`src/rtl/logic_op_issue.sv`:
```
// Issue/execute stage: buffers {opcode, A, B} requests in a small FIFO and
// registers the bitwise result of the head entry under a valid/ready handshake.
module logic_op_issue #(
    parameter int K     = 8,
    parameter int DEPTH = 4,
    parameter int CW    = 3
) (
    input  logic          clk,
    input  logic          rst,
    input  logic          in_valid,
    output logic          in_ready,
    input  logic [2:0]    in_op,
    input  logic [K-1:0]  in_a,
    input  logic [K-1:0]  in_b,
    output logic          out_valid,
    input  logic          out_ready,
    output logic [K-1:0]  out_result,
    output logic          out_err,
    output logic [CW-1:0] fifo_count,
    output logic [7:0]    err_cnt
);

    localparam int AW = $clog2(DEPTH);

    typedef enum logic [2:0] {
        OP_AND  = 3'b000,
        OP_OR   = 3'b001,
        OP_XOR  = 3'b010,
        OP_PASS = 3'b011
    } op_e;

    typedef struct packed {
        logic [2:0]   op;
        logic [K-1:0] a;
        logic [K-1:0] b;
    } req_t;

    req_t          mem_q [DEPTH];
    logic [AW-1:0] wr_ptr_q, wr_ptr_d;
    logic [AW-1:0] rd_ptr_q, rd_ptr_d;
    logic [CW-1:0] count_q, count_d;
    logic          out_valid_q, out_valid_d;
    logic [K-1:0]  out_result_q, out_result_d;
    logic          out_err_q, out_err_d;
    logic [7:0]    err_cnt_q, err_cnt_d;

    logic          push;
    logic          issue;
    req_t          head;
    req_t          wr_entry;
    logic [K-1:0]  op_result;

    // in_ready depends only on the registered count, never on out_ready.
    assign in_ready = (count_q != CW'(DEPTH));
    assign push     = in_valid && in_ready;
    assign issue    = (count_q != '0) && (!out_valid_q || out_ready);
    assign head     = mem_q[rd_ptr_q];
    assign wr_entry = '{op: in_op, a: in_a, b: in_b};

    always_comb begin
        // NOTE: every signal written here gets a default first, otherwise an
        // unassigned path would infer a latch.
        op_result = '0;
        case (head.op)
            OP_AND:  op_result = head.a & head.b;
            OP_OR:   op_result = head.a | head.b;
            OP_XOR:  op_result = head.a ^ head.b;
            OP_PASS: op_result = head.a;
            default: op_result = '0;
        endcase
    end

    always_comb begin
        wr_ptr_d     = wr_ptr_q;
        rd_ptr_d     = rd_ptr_q;
        count_d      = count_q + CW'(push) - CW'(issue);
        out_valid_d  = out_valid_q;
        out_result_d = out_result_q;
        out_err_d    = out_err_q;
        err_cnt_d    = err_cnt_q;

        if (push) begin
            wr_ptr_d = wr_ptr_q + AW'(1);
        end

        if (issue) begin
            rd_ptr_d     = rd_ptr_q + AW'(1);
            out_valid_d  = 1'b1;
            out_result_d = op_result;
            out_err_d    = head.op[2];
            if (head.op[2] && (err_cnt_q != 8'hFF)) begin
                err_cnt_d = err_cnt_q + 8'd1;
            end
        end else if (out_ready) begin
            // Result consumed with nothing queued behind it; data is held.
            out_valid_d = 1'b0;
        end
    end

    // NOTE: sequential state uses non-blocking assignments so every flop
    // samples the pre-edge values regardless of statement order.
    always_ff @(posedge clk) begin
        if (rst) begin
            wr_ptr_q     <= '0;
            rd_ptr_q     <= '0;
            count_q      <= '0;
            out_valid_q  <= 1'b0;
            out_result_q <= '0;
            out_err_q    <= 1'b0;
            err_cnt_q    <= '0;
        end else begin
            wr_ptr_q     <= wr_ptr_d;
            rd_ptr_q     <= rd_ptr_d;
            count_q      <= count_d;
            out_valid_q  <= out_valid_d;
            out_result_q <= out_result_d;
            out_err_q    <= out_err_d;
            err_cnt_q    <= err_cnt_d;
        end
    end

    // NOTE: the storage array is deliberately not reset; the pointers and
    // count guarantee no entry is read before it has been written.
    always_ff @(posedge clk) begin
        if (push) begin
            mem_q[wr_ptr_q] <= wr_entry;
        end
    end

    assign out_valid  = out_valid_q;
    assign out_result = out_result_q;
    assign out_err    = out_err_q;
    assign fifo_count = count_q;
    assign err_cnt    = err_cnt_q;

endmodule
```
`config.mk`:
```
export PLATFORM = sky130hd
export DESIGN_NAME = logic_op_issue
export DESIGN_NICKNAME = d
export VERILOG_FILES = /design/src/rtl/logic_op_issue.sv
export SDC_FILE = /design/constraint.sdc
export NUM_CORES = 1
export LEC_CHECK = 0
export CAP_MARGIN = 10
export CORE_AREA = 2 2 103 105
export CTS_BUF_LIST = sky130_fd_sc_hd__clkbuf_2 sky130_fd_sc_hd__clkbuf_4 sky130_fd_sc_hd__clkbuf_8
export DETAILED_ROUTE_END_ITERATION = 7
export DIE_AREA = 0 0 105 107
export GPL_ROUTABILITY_DRIVEN = 0
export PLACE_DENSITY = 0.63
export SLEW_MARGIN = 20
export SYNTH_ARGS = -nofsm -noshare
export SYNTH_HDL_FRONTEND = slang
export SYNTH_SLANG_ARGS = --single-unit
```
`constraint.sdc`:
```
create_clock -name clk -period 7.05 [get_ports clk]
set_input_delay 1.41 -clock clk [delete_from_list [all_inputs] [get_ports clk]]
set_output_delay 1.41 -clock clk [all_outputs]
set_load 0.05 [all_outputs]
```
* Yosys cells after proc, flatten, opt, wreduce, memory -nomap -nowiden
Memory sizes are Yosys's and may differ from the RTL's. A register that Yosys moved wholly into a read port is not among the register bits.
Index checks and enable logic that the tools add are counted.
** Storage, ports and cells
- Register bits after elaboration :: 25
- Memory bits (writable) :: 76
- Input bits :: 23
- Output and inout port bits :: 22
- Logic and storage cells :: 37
- Memories kept :: 1
** Memory list
- mem_q :: depth 4, width 19, rd ports 1, clocked after Yosys merged registers in 1, wr ports 1, line 38 : req_t mem_q [DEPTH];
** Cells by class
- $add $sub $neg :: 5
- Equality and inequality tests :: 5
- Multiplexer cells :: 7
- Bitwise operators :: 3
- Reduce and logical (&&, ||, !) cells :: 9
** Operators with widths (count)
- 8-bit case mux with 4 select lines :: 1
- 8-bit by 1-bit adder with 8-bit output (second input constant) :: 1
- 8-bit bitwise AND :: 1
- 8-bit != test (second input constant) :: 1
- 8-bit bitwise OR :: 1
- 8-bit XOR :: 1
- 3-bit by 2-bit == test with 1-bit output (second input constant) :: 2
- 2-bit by 1-bit adder with 2-bit output (second input constant) :: 2
- 1-bit two-way mux :: 4
- 2-bit two-way mux :: 2
- 3-bit by 1-bit adder with 3-bit output :: 1
- 3-bit by 1-bit == test with 1-bit output (second input constant) :: 1
- 1-bit logical AND :: 3
- 3-bit logical NOT :: 1
- 3-bit != test (second input constant) :: 1
- 3-bit nonzero test :: 1
- 3-bit by 1-bit subtractor with 3-bit output :: 1
- 2-bit AND reduction :: 1
- 2-bit nonzero test :: 1
- 1-bit logical NOT :: 1
- 1-bit logical OR :: 1

* Depth between registers and ports, before layout
- Depth after elaboration :: 5
- Mapped depth :: 11
- Gate-level depth less buffers :: 11

* Worst setup path after synthesis
No wires, ideal clock.
- Path type :: input -> register
- From :: in out_ready
- To :: reg count_q[2] (netlist: fifo_count[2])
- Setup time :: 117 ps
- Arrival :: 3011 ps
- Data required time :: 6933 ps
- Setup slack :: 3922 ps
- Cell stages on the path :: 11
- Path buffers :: 0
- Cell sequence :: nand2b_1 nand2_1 inv_1 ha_1 inv_1 ha_1 inv_1 fa_1 xor2_1 xnor2_1 nor2_1
** On the way
- Cells in the longest elaborated chain, start to end :: 3
** RTL lines
- from (decl) :: line 16 : input logic out_ready,
- 1-bit logical OR :: line 56 : assign issue = (count_q != '0) && (!out_valid_q || out_ready);
- 1-bit logical AND :: line 56
- net issue :: line 48 : logic issue;
- 3-bit by 1-bit subtractor with 3-bit output :: line 76 : count_d = count_q + CW'(push) - CW'(issue);
- to (signal assigned) :: line 114 : count_q <= count_d;
- to (decl) :: line 41 : logic [CW-1:0] count_q, count_d;
The timed path passes the listed nets, and every way through them passes these cells.
A chain may end at the register's enable or synchronous reset.

* Final worst setup path
- From :: reg count_q[2] (netlist: fifo_count[2])
- To :: out in_ready
** On the way
- Cells in the longest elaborated chain, start to end :: 1
** RTL lines
- 3-bit != test :: line 54 : assign in_ready = (count_q != CW'(DEPTH));
- to (decl) :: line 11 : output logic in_ready,
No other way between the ends.

==> flow_summary.ini <==
[clocking]
cts_buffer_depth = 2
cts_setup_buffers = 0
cts_hold_buffers = 0
clockRootBuffer = clkbuf_8
clock_sinks = 103
cts_made_buffers = 9
htreeDepth = 3
clk_latency_ns = 0.36
cts_tree = built
ctsResizeCount = 0
clk_pin_slew_ns = 0.11

[placement]
pre_cts_slack_ns = 3.341
dpl.hpwl_um = 4873
io_buffers = 44
placed_area_um2 = 5046

[logic_synthesis]
synth_compound_area_share_pct = 6.563
yosys_most_used_dff = edfxtp_1
ys_ff_latch = 103
synthCells = 312
ys_warn_count = 0
syn_area_um2 = 4499
synth_edf_count = 76
synth_cell_types = 37
synth_top_cell_by_area = edfxtp_1
netlist_top_cells_area = edfxtp_1 51%, dfxtp_1 12%, mux4_2 7.0%
muxShareOfSynthArea_pct = 11.96
yosysMostFrequentCell = edfxtp_1
yosysTopAreaCellShare_pct = 50.72
ys_async_sr_fraction_pct = 0
synth_xor_area_share_pct = 0.9733
ys_seq_area_share_pct = 62.74
synth_top_family_by_area = multiplexers
synth_nets = 359
synth_common_cells = 76 x edfxtp_1, 41 x inv_1, 27 x dfxtp_1
yosys.area_share.simple_pct = 5.923
avgSynthCellArea_um2 = 14.42
synthAdderAreaFrac_pct = 6.841

[floorplan]
ios = 45
start_util_pct = 44.58
rows = 37
die_x_um = 105
die_area_um2 = 11240
core_um2 = 10090
die_h_um = 107

[finish]
fill_cells = 897
multiInputGateArea_um2 = 1455
areaGrowthSynthToFinish_pct = 16.74
nets = 403
drive_gt1_share_pct = 10.25
post-route-cell-area_um2 = 5253
n_antenna_cell = 0
register_area_um2 = 2823

[hold_path]
hold_class = reg -> reg

[timing]
setup_violations = 0
finalHoldViolations = 0
period_share_pct = 47.97
setup_tns_ns = 0
skew_ns = 0.01697
layout_setup_ws_ns = 3.668
slew_headroom_pct = 31.60
tightest_slew_ns = 1.026
rsz0062_at_grt = no
max_freq_ghz = 0.2957
fin_crit_ns = 3.382
drv_slew = 0

[global_route]
grtUsageTotal_pct = 14.60
grt_pass1_wl_um = 12520
grt_max_degree = 25
grt_pass1_vias = 2504
antenna_found_initial = 0
overflow = 0

[setup_path]
crit_chain = or3b_1 -> clkdlybuf4s50_1
critPathKind = reg -> out
slowest_stage = clkdlybuf4s50_1
reg2reg_slack_ns = 4.53
arrival_ns = 1.97
startpoint_type = register
cp-end-kind = primary output
max_stage_delay_ns = 0.73
crit_buf_inv = 1
cp.required_ns = 5.64
path_delay_family = buffers and inverters
cp_max_fo = 6

[route]
drtAntennaViolNets = 0
wirelength_um = 7623
drt_iter0_markers = 82
drt-pass1-iter-count = 5
vias_per_cell = 5.016
drc_errors = 0
vias = 2493
wire_per_inst_um = 15.34

[status]
status = completed

[flow_run]
maxCapViolations = 0

[pwr]
finalPower_mw = 1.882
powerDensity_nw_per_um2 = 358.4
irDropWorstVdd_uv = 135.1
leakage_nw = 1.906
[final cells by class]
| cell class | instances | area share [%] |
|---|---|---|
| Multi-Input combinational cell | 156 | 27.70 |
| Tap cell | 136 | 3.240 |
| Clock inverter | 7 | 1.501 |
| Clock buffer | 9 | 2.358 |
| Sequential cell | 103 | 53.74 |
| Inverter | 41 | 2.930 |
| Timing Repair Buffer | 45 | 8.528 |
[report_power, final]
part / total (mW) / internal [mW] / switching (mW)
clock network: 0.373 / 0.169 / 0.204
logic: 0.708 / 0.284 / 0.424
registers: 0.802 / 0.745 / 0.0568
[worst paths after layout]
kind	startpoint	endpoint	cells after the start
worst min register to register	out_result[6]	out_result[6]	2
worst max register to register	fifo_count[2]	fifo_count[2]	11
worst min-delay path	out_result[6]	out_result[6]	2
worst max-delay path	fifo_count[2]	in_ready	2
[sequential cells by signal, indices dropped and copies added (netlist names), named ones only]
register	flops
fifo_count	3
rd_ptr_q	2
out_err	1
mem_q	76
err_cnt	8
out_result	8
out_valid	1
wr_ptr_q	2
[worst min-delay path: stages, from the launching register on]
cell and delay (ns):
dfxtp_1 0.32, nand2_1 0.05, o21ai_1 0.05
[stage by stage]
| stage | hold WS, ns | cells | utilization (%) |
|---|---|---|---|
| global placement | 0.4427 | 481 | 50.00 |
| detailed placement | 0.4417 | 481 | 50.00 |
| CTS | 0.4554 | 497 | 52.01 |
| finish | 0.4509 | 497 | 52.05 |
| global route | 0.4650 | 497 | 52.05 |
| floorplan | 0.4682 | 312 | - |
[metal layers]
| metal | vias up | share of wire [%] | track usage [%] |
|---|---|---|---|
| met1 | 1218 | 44 | 17.42 |
| li1 | 1234 | - | - |
| met5 | - | 0 | 0 |
| met4 | 0 | 0.52 | 4.857 |
| met3 | 2 | 3.3 | 4.012 |
| met2 | 39 | 52 | 25.60 |
[placed cells by master, fill, tap and decap left out, types with 2 or more instances in the layout]
cell type / n
o31ai_1: 4
inv_1: 41
nor2b_1: 2
a21oi_1: 18
clkbuf_8: 9
and3_2: 3
clkinv_4: 2
nand2_1: 14
o21ai_1: 4
dfxtp_1: 27
edfxtp_1: 76
nor2_1: 7
o21ai_0: 22
mux2i_1: 8
mux4_2: 14
or3b_1: 2
mux4_1: 5
nand3_1: 5
ha_1: 23
xnor2_1: 2
xor2_1: 3
or4_1: 4
clkdlybuf4s50_1: 44
and2_1: 2
inv_6: 3
and3_1: 2
or3_1: 2
[cell families (layout without fill, tap and decap cells)]
family,count (synthesis),after routing
compound gates,51,51
xor+xnor,5,5
fa+ha+maj,24,24
buf+inv,53,102
flops,103,103
mux,28,28
simple gates,48,48
No activity file was read; power rests on OpenSTA's default activity.
